$ cat src/rtl/gpio_out_ctrl.sv
// gpio_out_ctrl
//   Buffers processor GPIO writes in a small circular FIFO and shows each
//   buffered value on the board LED/display bus for at least HOLD_CYCLES+1
//   clk cycles. This keeps fast write bursts visible. A write that arrives
//   while the FIFO is full and nothing is popped is dropped, and the sticky
//   overflow flag is set.
//
//   Optional build macro: GPIO_EDGE_DETECT_EN
//     defined   - push only on a 0->1 transition of we_gpio_i, so a strobe
//                 held high for several clk cycles counts as one store
//     undefined - every clk edge with we_gpio_i high is a push request
//
// Ports
//   clk            in   board clock, rising edge
//   rst            in   asynchronous, active-high reset
//   gpio_i         in   write data from the processor top
//   we_gpio_i      in   write strobe from the processor top
//   clr_overflow_i in   clears overflow_o; a drop in the same cycle wins
//   led_o          out  displayed value
//   led_valid_o    out  led_o has been loaded at least once since reset
//   fifo_count_o   out  number of entries currently buffered
//   overflow_o     out  sticky flag, set when a write was dropped
//   busy_o         out  FSM is not IDLE
//
// FSM states
//   state  | meaning
//   IDLE   | nothing to show, waiting for the FIFO to become non-empty
//   LOAD   | move the FIFO head to led_o, pop it, start the hold timer
//   HOLD   | timer counts down to 0, then go to LOAD or IDLE
module gpio_out_ctrl #(
  parameter int DATA_WIDTH  = 32,
  parameter int FIFO_DEPTH  = 4,
  parameter int HOLD_CYCLES = 1000
) (
  input  logic                          clk,
  input  logic                          rst,
  input  logic [DATA_WIDTH-1:0]         gpio_i,
  input  logic                          we_gpio_i,
  input  logic                          clr_overflow_i,
  output logic [DATA_WIDTH-1:0]         led_o,
  output logic                          led_valid_o,
  output logic [$clog2(FIFO_DEPTH):0]   fifo_count_o,
  output logic                          overflow_o,
  output logic                          busy_o
);

  localparam int PTR_W = $clog2(FIFO_DEPTH);
  localparam int CNT_W = $clog2(FIFO_DEPTH) + 1;
  // Keep the timer at least 1 bit wide when HOLD_CYCLES is 1.
  localparam int TMR_W = (HOLD_CYCLES > 1) ? $clog2(HOLD_CYCLES) : 1;

  typedef enum logic [1:0] {
    S_IDLE = 2'd0,
    S_LOAD = 2'd1,
    S_HOLD = 2'd2
  } state_t;

  state_t                state;
  logic [TMR_W-1:0]      tmr;
  logic [DATA_WIDTH-1:0] mem [FIFO_DEPTH];
  logic [PTR_W-1:0]      wr_ptr;
  logic [PTR_W-1:0]      rd_ptr;
  logic [CNT_W-1:0]      count;

  logic push_req;
  logic pop;
  logic full;
  logic do_push;
  logic drop;

`ifdef GPIO_EDGE_DETECT_EN
  logic we_q;

  always_ff @(posedge clk or posedge rst) begin
    if (rst) we_q <= 1'b0;
    else     we_q <= we_gpio_i;
  end

  assign push_req = we_gpio_i & ~we_q;
`else
  assign push_req = we_gpio_i;
`endif

  assign full = (count == CNT_W'(FIFO_DEPTH));
  // The count check is redundant, because LOAD is only entered with
  // count != 0. It keeps an empty FIFO from ever being popped.
  assign pop     = (state == S_LOAD) && (count != '0);
  // While full, a push can still go through if a pop frees a slot
  // at the same edge.
  assign do_push = push_req && (!full || pop);
  assign drop    = push_req && full && !pop;

  // The storage array is not reset. Clearing the pointers and the count
  // is enough to discard its contents.
  always_ff @(posedge clk) begin
    if (do_push) mem[wr_ptr] <= gpio_i;
  end

  // Pointers wrap naturally because FIFO_DEPTH is a power of two.
  always_ff @(posedge clk or posedge rst) begin
    if (rst) begin
      wr_ptr     <= '0;
      rd_ptr     <= '0;
      count      <= '0;
      overflow_o <= 1'b0;
    end else begin
      if (do_push) wr_ptr <= wr_ptr + 1'b1;
      if (pop)     rd_ptr <= rd_ptr + 1'b1;
      case ({do_push, pop})
        2'b10:   count <= count + 1'b1;
        2'b01:   count <= count - 1'b1;
        default: count <= count;
      endcase
      if (drop)                overflow_o <= 1'b1;
      else if (clr_overflow_i) overflow_o <= 1'b0;
    end
  end

  always_ff @(posedge clk or posedge rst) begin
    if (rst) begin
      state       <= S_IDLE;
      tmr         <= '0;
      led_o       <= '0;
      led_valid_o <= 1'b0;
    end else begin
      case (state)
        S_IDLE: begin
          if (count != '0) state <= S_LOAD;
        end
        S_LOAD: begin
          led_o       <= mem[rd_ptr];
          led_valid_o <= 1'b1;
          tmr         <= TMR_W'(HOLD_CYCLES - 1);
          state       <= S_HOLD;
        end
        S_HOLD: begin
          if (tmr != '0) tmr <= tmr - 1'b1;
          else if (count != '0) state <= S_LOAD;
          else state <= S_IDLE;
        end
        default: state <= S_IDLE;
      endcase
    end
  end

  assign busy_o       = (state != S_IDLE);
  assign fifo_count_o = count;

endmodule

$ cat config.mk
export PLATFORM = sky130hd
export DESIGN_NAME = gpio_out_ctrl
export DESIGN_NICKNAME = d
export VERILOG_FILES = /design/src/rtl/gpio_out_ctrl.sv
export SDC_FILE = /design/constraint.sdc
export NUM_CORES = 1
export LEC_CHECK = 0
export CAP_MARGIN = 20
export CORE_UTILIZATION = 56
export CTS_BUF_LIST = sky130_fd_sc_hd__clkbuf_8 sky130_fd_sc_hd__clkbuf_16
export CTS_CLUSTER_DIAMETER = 80
export DETAILED_ROUTE_END_ITERATION = 10
export PLACE_DENSITY = 0.79
export SLEW_MARGIN = 20
export SYNTH_ARGS = -nofsm -noshare
export SYNTH_HDL_FRONTEND = slang
export SYNTH_SLANG_ARGS = --single-unit
$ cat constraint.sdc
create_clock -name clk -period 2.9 [get_ports clk]
set_clock_uncertainty 0.05 [all_clocks]
set_input_delay 0.435 -clock clk [delete_from_list [all_inputs] [get_ports clk]]
set_output_delay 0.435 -clock clk [all_outputs]
set_load 0.005 [all_outputs]
Yosys cells after proc, flatten, opt, wreduce, memory -nomap -nowiden
Memories as Yosys holds them, arrays and structs flattened. A register that Yosys moved wholly into a read port is not among the register bits. Index checks and enable logic that the tools add are counted. W data, S select, Z words.

Equality and inequality tests: 8. Reductions and logical operators: 16. Muxes and demuxes: 11. $add $sub $neg: 5.

Operators by type and width (number): $pmux W10 S2 (1); $mux W10 (1); $reduce_bool A10 Y1 (1); $sub A10 B1 Y10 const B (1); $reduce_bool A2 Y1 (4); $ne A2 B2 Y1 const B (3); $pmux W2 S3 (1); $pmux W3 S2 (1); $mux W1 (5); $add A2 B1 Y2 const B (2); $eq A2 B1 Y1 const B (2); $eq A2 B2 Y1 const B (2); $logic_and A1 B1 Y1 (4); $mux W2 (2); $reduce_and A2 Y1 (2); $add A3 B1 Y3 const B (1); $eq A3 B3 Y1 const B (1); $reduce_bool A3 Y1 (1); $sub A3 B1 Y3 const B (1); $logic_not A1 Y1 (2); $logic_not A2 Y1 (1); $logic_or A1 B1 Y1 (1).

Memories kept: 1. Bits in writable memories: 128. Logic and storage cells: 48. Register bits: 21.

Memories: mem (words 4, bits a word 32, rd ports 1, clocked after Yosys merged registers in 1, write ports 1, RTL line 60) `logic [DATA_WIDTH-1:0] mem [FIFO_DEPTH];`.

Longest topological paths before layout
Gate-level depths: netlist of the first run.

Depth in word-level cells: 6. Gate-level depth with buffers: 7. Mapped depth without buffers: 6.

Worst setup path before layout of the first run
No wires, ideal clock.

Kind: input port to flip-flop. Start: in we_gpio_i. End: mem mem[0][0], enable pin. Slack: 0.732 ns. Arrival: 1.726 ns. Cell stages on the path: 3. Setup time: 0.392 ns. Data required time: 2.458 ns. Cell sequence: clkbuf_1 -> o21a_1 -> and2_1.

Word-level cells in the longest chain between the ends: 3.

RTL lines: start, declared (RTL line 38) `input logic we_gpio_i,`; $logic_and A1 B1 Y1 (RTL line 90) `assign do_push = push_req && (!full || pop);`; $mux W1 (RTL line 96) `if (do_push) mem[wr_ptr] <= gpio_i;`; $mux W1 (implied by the code) (RTL line 96); end, declared (RTL line 60).

Every way passes these cells.

Worst setup path after layout of the first run
Start: reg state[1]. End: out busy_o.

Word-level cells in the longest chain between the ends: 1.

RTL lines: start, declared (RTL line 58) `state_t state;`; start signal, assigned (RTL line 121) `state <= S_IDLE;`; start signal, assigned (RTL line 128) `if (count != '0) state <= S_LOAD;`; start signal, assigned (RTL line 134) `state <= S_HOLD;`; $reduce_bool A2 Y1 (RTL line 146) `assign busy_o = (state != S_IDLE);`; end, declared (RTL line 44) `output logic busy_o`.

Every way passes these cells.

==> results of run 1 <==
==> path summary, 6_finish.rpt <==
check / end
hold reg to reg: led_valid_o
setup reg to reg: tmr[9]
hold / removal: led_o[6]
max in group asynchronous: rd_ptr[0]
setup / recovery: busy_o
min in group clk: led_valid_o
==> cells by family (layout without fill, tap and decap cells) <==
kind of cell	Yosys count	after routing	synth area share (%)
buffers and inverters	31	125	1.71
DFF	181	181	73.7
muxes	36	36	10.9
AOI/OAI and AO/OA	27	27	2.73
adders and majority gates	6	6	1.18
and+or+nand+nor	150	150	9.38
xor gates and xnor gates	4	4	0.499
==> sequential cells by signal (all words and copies together) (netlist names) <==
register	flops
rd_ptr	2
wr_ptr	2
mem	128
overflow_o	1
state	2
led_o	32
fifo_count_o	3
led_valid_o	1
tmr	10
==> layer usage <==
layer,part of all wire (%),vias to the layer above,track usage (%),routed length (µm)
met5,0.095,-,0,13
met4,1.1,2,8.66,157
met3,5.6,15,6.64,760
met2,53,127,38.7,7240
met1,40,2044,29.5,5510
li1,-,1772,-,-
==> power groups by stage <==
stage | clock, µW | combinational [µW] | sequential (µW)
2_1_floorplan | 0 | 443 | 3340
3_3_place_gp | 0 | 755 | 3340
3_5_place_dp | 0 | 781 | 3370
4_1_cts | 2310 | 788 | 3330
5_1_grt | 2420 | 840 | 3360
6_report | 2290 | 776 | 3330
==> worst register-to-register path: stages, from the launching register on <==
cell and delay (ns):
dfrtp_1 0.63, or4b_4 0.54, or3_4 0.36, or4_1 0.40
nand3_1 0.09
==> cell usage in the layout, fill, tap and decap left out, drive strengths merged, types with 3 or more instances in the layout <==
master | synthesis | layout
and2 | 5 | 5
o21ai | 7 | 7
nand2b | 5 | 5
or3 | 4 | 4
buf | 4 | 9
clkdlybuf4s50 | 0 | 73
a31oi | 3 | 3
mux2i | 3 | 3
clkinv | 0 | 5
dfrtp | 53 | 53
nor3 | 4 | 4
edfxtp | 128 | 128
clkbuf | 16 | 18
nand2 | 108 | 108
nand3 | 4 | 4
ha | 5 | 5
mux4 | 32 | 32
nor2 | 7 | 7
inv | 11 | 17
==> cell type report <==
type | count | area (µm²)
Fill cell | 783 | 3490
Tap cell | 168 | 210
Clock buffer | 18 | 439
Clock inverter | 14 | 153
Multi-Input combinational cell | 223 | 1740
Sequential cell | 181 | 5170
Inverter | 11 | 41.3
Timing Repair Buffer | 82 | 861
==> stage by stage <==
| step | util, % | setup slack (ns) | cells | power (µW) | area [µm²] |
|---|---|---|---|---|---|
| after floorplan | - | 0.732 | 435 | 3780 | 7020 |
| after global placement | 66.3 | 0.488 | 665 | 4100 | 8030 |
| after detailed placement | 66.3 | 0.386 | 665 | 4150 | 8030 |
| after CTS | 71.2 | 0.654 | 697 | 6430 | 8620 |
| after global routing | 71.2 | 0.519 | 697 | 6610 | 8620 |
| final | 71.2 | 0.653 | 697 | 6390 | 8620 |
==> flow_summary.yaml, run 1 <==
global_routing:
  grt_max_degree: 39
  grt_pass1_wl_mm: 21.7
  grt_overflow: 0
  track_usage_pct: 23.3
  antenna_found_initial: 1
  grt_pass1_vias: 4026
setup_path:
  r2r_setup_slack_ns: 0.76
  start_kind: "flip-flop"
  crit_slowest_cell: "dfrtp_1"
  cp_top_family: "flip-flops"
  r2r_start: "state[1]"
  crit_required_ns: 2.41
  cp_max_fo: 14
  path_cells: "or2_2 -> clkdlybuf4s50_1"
  crit_arrival_ns: 1.76
  r2r_cells: 4
  critPathCaptureType: "primary output"
  path_buf_inv: 1
  crit_start: "state[1]"
  critical_path_depth: 2
  slowest_delay_ns: 0.55
  crit_type: "reg -> out"
sta:
  slew_violations: 0
  min_period_over_period_pct: 77.5
  relSlewSlack_pct: 41.1
  worstMarginPinSlew_ns: 0.883
  final-setup-viol-count: 0
  timing.final.hold_violations: 0
  min_period_ns: 2.25
  fmax_ghz: 0.445
  rsz0062_at_grt: "false"
  fin_hold_ws_ns: 0.315
  tns_ns: 0
clock_tree:
  clockBufferDepth: 2
  path_clk_slew_ns: 0.07
  htreeDepth: 4
  clock_latency_ns: 0.43
  cts_root_buffer: "clkbuf_16"
  cts_tree: "built"
  clock_sinks: 181
  holdBufCountCts: 0
  post_cts_resized: 0
  cts_buffers: 17
  post_cts_buffers: 0
floorplanning:
  start_util_pct: 58.0
  die-height_um: 114
  coreArea_um2: 12100
  rows: 40
  pin_count: 74
  design.die.area_um2: 13000
  die_w_um: 114
detailed_routing:
  wl_per_cell_um: 19.6
  route.detailed.drc: 0
  vias: 3960
  wirelength_mm: 13.7
  dr.pass1.iters: 5
  ant_nets: 0
  initialDrtViolationCount: 333
  via_per_inst: 5.68
synthesis:
  synth-async-reset-ratio_pct: 29.3
  yosysTopAreaCell: "edfxtp_1"
  synth.area.top_cells: "edfxtp_1, dfrtp_1, mux4_2, nand2_1, ha_1"
  yosys_warnings: 0
  syn_inst: 435
  ys_seq_area_share_pct: 73.7
  synth.distinct_cells: 45
  synth_flop_cell: "edfxtp_1"
  yosys-top-cells-count: "edfxtp_1, nand2_1, dfrtp_1"
  synth.avg_cell_area_um2: 16.1
  synthDominantCellAreaShare_pct: 54.8
  yosysMostFrequentCell: "edfxtp_1"
  synth-seq-cells: 181
  syn_nets: 477
  netlist_area_um2: 7020
  synth_edf_count: 128
power:
  cellLeakagePower_uw: 0.00317
  p_seq_share_pct: 52.1
  p_switching_uw: 1520
  p_int_uw: 4860
  power_frac_comb_pct: 12.1
  power.density_nw_per_um2: 741
  ir_worst_vdd_mv: 0.541
  switching_share_pct: 23.8
  power_frac_clock_pct: 35.8
cells_and_area:
  antenna_cells: 0
  drive_above_1_share_pct: 16.3
  layout.nets: 558
  area_delta_synth_final_pct: 22.8
place:
  dpl.hpwl_mm: 7.90
  portBuffers: 73
  place_congestion: 0.863
flow_run:
  cap_violations: 0
outcome:
  outcome: "completed"
worst_hold_path:
  hold_class: "in -> async"
No activity file was read; power rests on OpenSTA's default activity.
==> run 2: changes to the inputs <==
Clock period 2.9 ns to 2.2 ns, I/O delays scaled along.
==> flow_summary.yaml, run 2 (synthesis results as in run 1) <==
outcome:
  outcome: "completed"
floorplanning:
  design.die.area_um2: 13000
  die-height_um: 114
  rows: 40
  die_w_um: 114
  coreArea_um2: 12100
  pin_count: 74
  start_util_pct: 58.0
clock_tree:
  path_clk_slew_ns: 0.07
  clockBufferDepth: 2
  cts_tree: "built"
  htreeDepth: 4
  holdBufCountCts: 0
  clock_latency_ns: 0.43
  cts_root_buffer: "clkbuf_16"
  clock_sinks: 181
  post_cts_resized: 0
  cts_buffers: 17
  post_cts_buffers: 0
cells_and_area:
  fillers: 770
  largestRegisters: "mem: 128 flops, led_o: 32 flops, tmr: 10 flops"
  multiInputGateArea_um2: 1750
  seqCellArea_um2: 5170
  final_common_cell: "edfxtp_1"
  area_delta_synth_final_pct: 24.5
  top_register: "mem"
  layout.nets: 569
  final_cells: 708
  drive_above_1_share_pct: 18.1
  layout_common_cells: "edfxtp_1, nand2_1, clkdlybuf4s50_1"
  largest_register_ffs: 128
  antenna_cells: 0
sta:
  timing.final.hold_violations: 0
  slew_violations: 0
  fin_hold_ws_ns: 0.169
  min_period_ns: 2.07
  final-setup-viol-count: 0
  fmax_ghz: 0.483
  rsz0062_at_grt: "false"
  worstMarginPinSlew_ns: 0.483
  relSlewSlack_pct: 67.8
  min_period_over_period_pct: 94.1
global_routing:
  track_usage_pct: 22.9
  grt_pass1_vias: 4138
  grt_overflow: 0
  grt_max_degree: 39
  grt_pass1_wl_mm: 21.4
  antenna_found_initial: 0
detailed_routing:
  initialDrtViolationCount: 359
  wirelength_mm: 13.3
  dr.pass1.iters: 4
  wl_per_cell_um: 18.9
  route.detailed.drc: 0
  ant_nets: 0
  vias: 3917
  via_per_inst: 5.53
setup_path:
  slowest_delay_ns: 0.46
  crit_type: "reg -> reg"
  start_kind: "flip-flop"
  cp_top_family: "simple AND/OR/NAND/NOR gates"
  crit_required_ns: 2.49
  critPathCaptureType: "flip-flop"
  r2r_start: "fifo_count_o[2]"
  path_buf_inv: 0
  crit_slowest_cell: "dfrtp_1"
  crit_arrival_ns: 2.36
  crit_start: "fifo_count_o[2]"
  path_cells: "or3_4 -> nand2_1 -> fa_1 -> a31oi_1 -> o221ai_1 -> a22oi_1"
  cp_max_fo: 7
place:
  portBuffers: 73
  place_congestion: 0.831
  placed_cells: 676
  dpl.hpwl_mm: 8.31
flow_run:
  cap_violations: 0
power:
  power.density_nw_per_um2: 981
  ir_worst_vdd_mv: 0.771
  cellLeakagePower_uw: 0.00324
worst_hold_path:
  hold_class: "in -> async"
==> run 2: cell types whose count changed in the layout (fill, tap and decap cells not counted), sizes merged <==
cell | before | now
clkinv | 5 | 3
inv | 17 | 18
buf | 9 | 20
bufinv | 2 | 3
==> run 2: layout make-up <==
| class | count | area share, % |
|---|---|---|
| tap | 168 | 2.40 |
| timing repair buffer | 93 | 10.9 |
| clock inverter | 14 | 1.98 |
| multi-input combinational | 223 | 20.0 |
| clock buffer | 18 | 5.02 |
| sequential | 181 | 59.2 |
| inverter | 11 | 0.472 |
==> run 2: path summary, 6_finish.rpt <==
path / to / slack [ns] / cells after the start
min reg2reg: led_valid_o / 0.41 / 1
max: fifo_count_o[1] / 0.13 / 6
min: led_o[22] / 0.17 / 2
max in group asynchronous: rd_ptr[0] / 1.36 / 3
max reg2reg: fifo_count_o[1] / 0.13 / 6
min in group clk: led_valid_o / 0.41 / 1
==> run 2: layer usage <==
layer | vias to the layer above | part of all wire (%) | global-route usage [%]
met5 | - | 0 | 0
met4 | 0 | 1.4 | 9.70
met3 | 16 | 5.0 | 5.69
met2 | 115 | 52 | 37.6
met1 | 1982 | 41 | 29.5
li1 | 1804 | - | -
==> run 2: where the power goes <==
group / internal (µW) / switching [µW]
logic: 520 / 575
clock network: 1830 / 1280
registers: 4220 / 157
==> run 2: metrics by stage <==
step	setup slack, ns	power, µW	utilization, %	cell area [µm²]	setup TNS, ns
6_report	0.129	8580	72.2	8740	0
2_1_floorplan	0.137	4990	-	7020	0
5_1_grt	0.0368	8890	72.2	8740	0
3_5_place_dp	-0.0792	5520	67.1	8120	-0.0792
3_3_place_gp	0.0844	5430	67.1	8120	0
4_1_cts	0.0920	8660	72.1	8740	0
==> run 3: changes to the inputs <==
Settings changed: CAP_MARGIN 20 to not set, CORE_UTILIZATION 56 to 30, PLACE_DENSITY 0.79 to not set, SLEW_MARGIN 20 to 5.
==> flow_summary.yaml, run 3 (synthesis results as in run 1) <==
clock_tree:
  clock_latency_ns: 0.43
  htreeDepth: 4
  cts_buffers: 17
  cts_tree: "built"
  cts_root_buffer: "clkbuf_16"
  clock_sinks: 181
  clockBufferDepth: 2
  path_clk_slew_ns: 0.08
place:
  place_congestion: 0.712
  place_worst_setup_slack_ns: -0.0752
  portBuffers: 73
  dpl.hpwl_mm: 9.36
  placed_cells: 822
worst_hold_path:
  hold_class: "in -> async"
cells_and_area:
  area_delta_synth_final_pct: 27.2
  final_common_cell: "edfxtp_1"
  multiInputGateArea_um2: 1750
  fillers: 2082
  largest_register_ffs: 128
  layout_common_cells: "edfxtp_1, nand2_1, clkdlybuf4s50_1"
  layout.nets: 571
  final_cells: 855
  seqCellArea_um2: 5170
  top_register: "mem"
  largestRegisters: "mem: 128 flops, led_o: 32 flops, tmr: 10 flops"
  drive_above_1_share_pct: 19.0
  antenna_cells: 0
detailed_routing:
  dr.pass1.iters: 4
  wl_per_cell_um: 16.6
  wirelength_mm: 14.2
  route.detailed.drc: 0
  ant_nets: 0
  vias: 3852
  initialDrtViolationCount: 173
  via_per_inst: 4.51
setup_path:
  critPathCaptureType: "flip-flop"
  slowest_delay_ns: 0.46
  crit_arrival_ns: 2.36
  crit_type: "reg -> reg"
  path_cells: "or3_4 -> nand2_1 -> fa_1 -> a31oi_1 -> o221ai_1 -> a22oi_1"
  start_kind: "flip-flop"
  crit_slowest_cell: "dfrtp_2"
  crit_required_ns: 2.49
  path_buf_inv: 0
  cp_top_family: "simple AND/OR/NAND/NOR gates"
  cp_max_fo: 7
floorplanning:
  pin_count: 74
  design.die.area_um2: 24000
  start_util_pct: 30.8
  coreArea_um2: 22800
  die_w_um: 155
  die-height_um: 155
  rows: 55
global_routing:
  grt_max_degree: 35
  grt_pass1_wl_mm: 22.6
  track_usage_pct: 12.7
  grt_pass1_vias: 4129
  grt_overflow: 0
  antenna_found_initial: 0
power:
  ir_worst_vdd_mv: 0.474
  power.density_nw_per_um2: 940
  cellLeakagePower_uw: 0.00324
sta:
  relSlewSlack_pct: 61.7
  timing.final.hold_violations: 0
  min_period_ns: 2.07
  fmax_ghz: 0.482
  fin_ws_ns: 0.125
  worstMarginPinSlew_ns: 0.573
  rsz0062_at_grt: "true"
  slew_violations: 0
  min_period_over_period_pct: 94.3
  fin_hold_ws_ns: 0.238
  final-setup-viol-count: 0
  tns_ns: 0
outcome:
  outcome: "completed"
flow_run:
  cap_violations: 0
-- run 3: per-layer routing --
layer,vias up,GRT usage [%],routed length (µm)
li1,1806,-,-
met1,1935,15.9,6440
met2,93,21.2,7010
met3,18,3.51,512
met4,0,4.10,195
met5,-,0,0
-- run 3: timing repair --
action | in CTS | in global routing
endpoints found under the hold margin | 0 | 0
hold buffers | 0 | 0
setup buffers | 0 | 1
resized for setup | 0 | 4
endpoints found under the setup margin | 0 | 2
-- run 3: layout make-up --
class,instances,share of cell area [%]
Timing Repair Buffer,95,11.0
Sequential cell,181,58.0
Multi-Input combinational cell,223,19.6
Tap cell,313,4.39
Clock buffer,17,4.76
Clock inverter,15,1.81
Inverter,11,0.462
-- run 3: metrics by stage --
step                instance area, µm²  power, µW  util, %
finish                            8930       8390     39.2
global route                      8930       8740     39.2
CTS                               8910       8490     39.1
detailed placement                8330       5530     36.6
global placement                  8330       5450     36.6
floorplan                         7020       4990        -
-- run 3: final timing paths --
path / endpoint / cells past startpoint / from / slack, ns
worst max-delay path: fifo_count_o[1] / 6 / fifo_count_o[2] / 0.13
worst min-delay path: led_o[30] / 2 / rst / 0.24
worst max register to register: fifo_count_o[1] / 6 / fifo_count_o[2] / 0.13
worst min register to register: led_o[22] / 2 / led_o[22] / 0.43
max in group asynchronous: fifo_count_o[2] / 3 / rst / 1.32
min in group clk: led_o[22] / 2 / led_o[22] / 0.43
-- run 3: report_power, final --
group	internal, µW	total (µW)	switching, µW
Sequential	4220	4360	150
Combinational	515	1080	562
Clock	1530	2950	1420
Total	6260	8390	2140
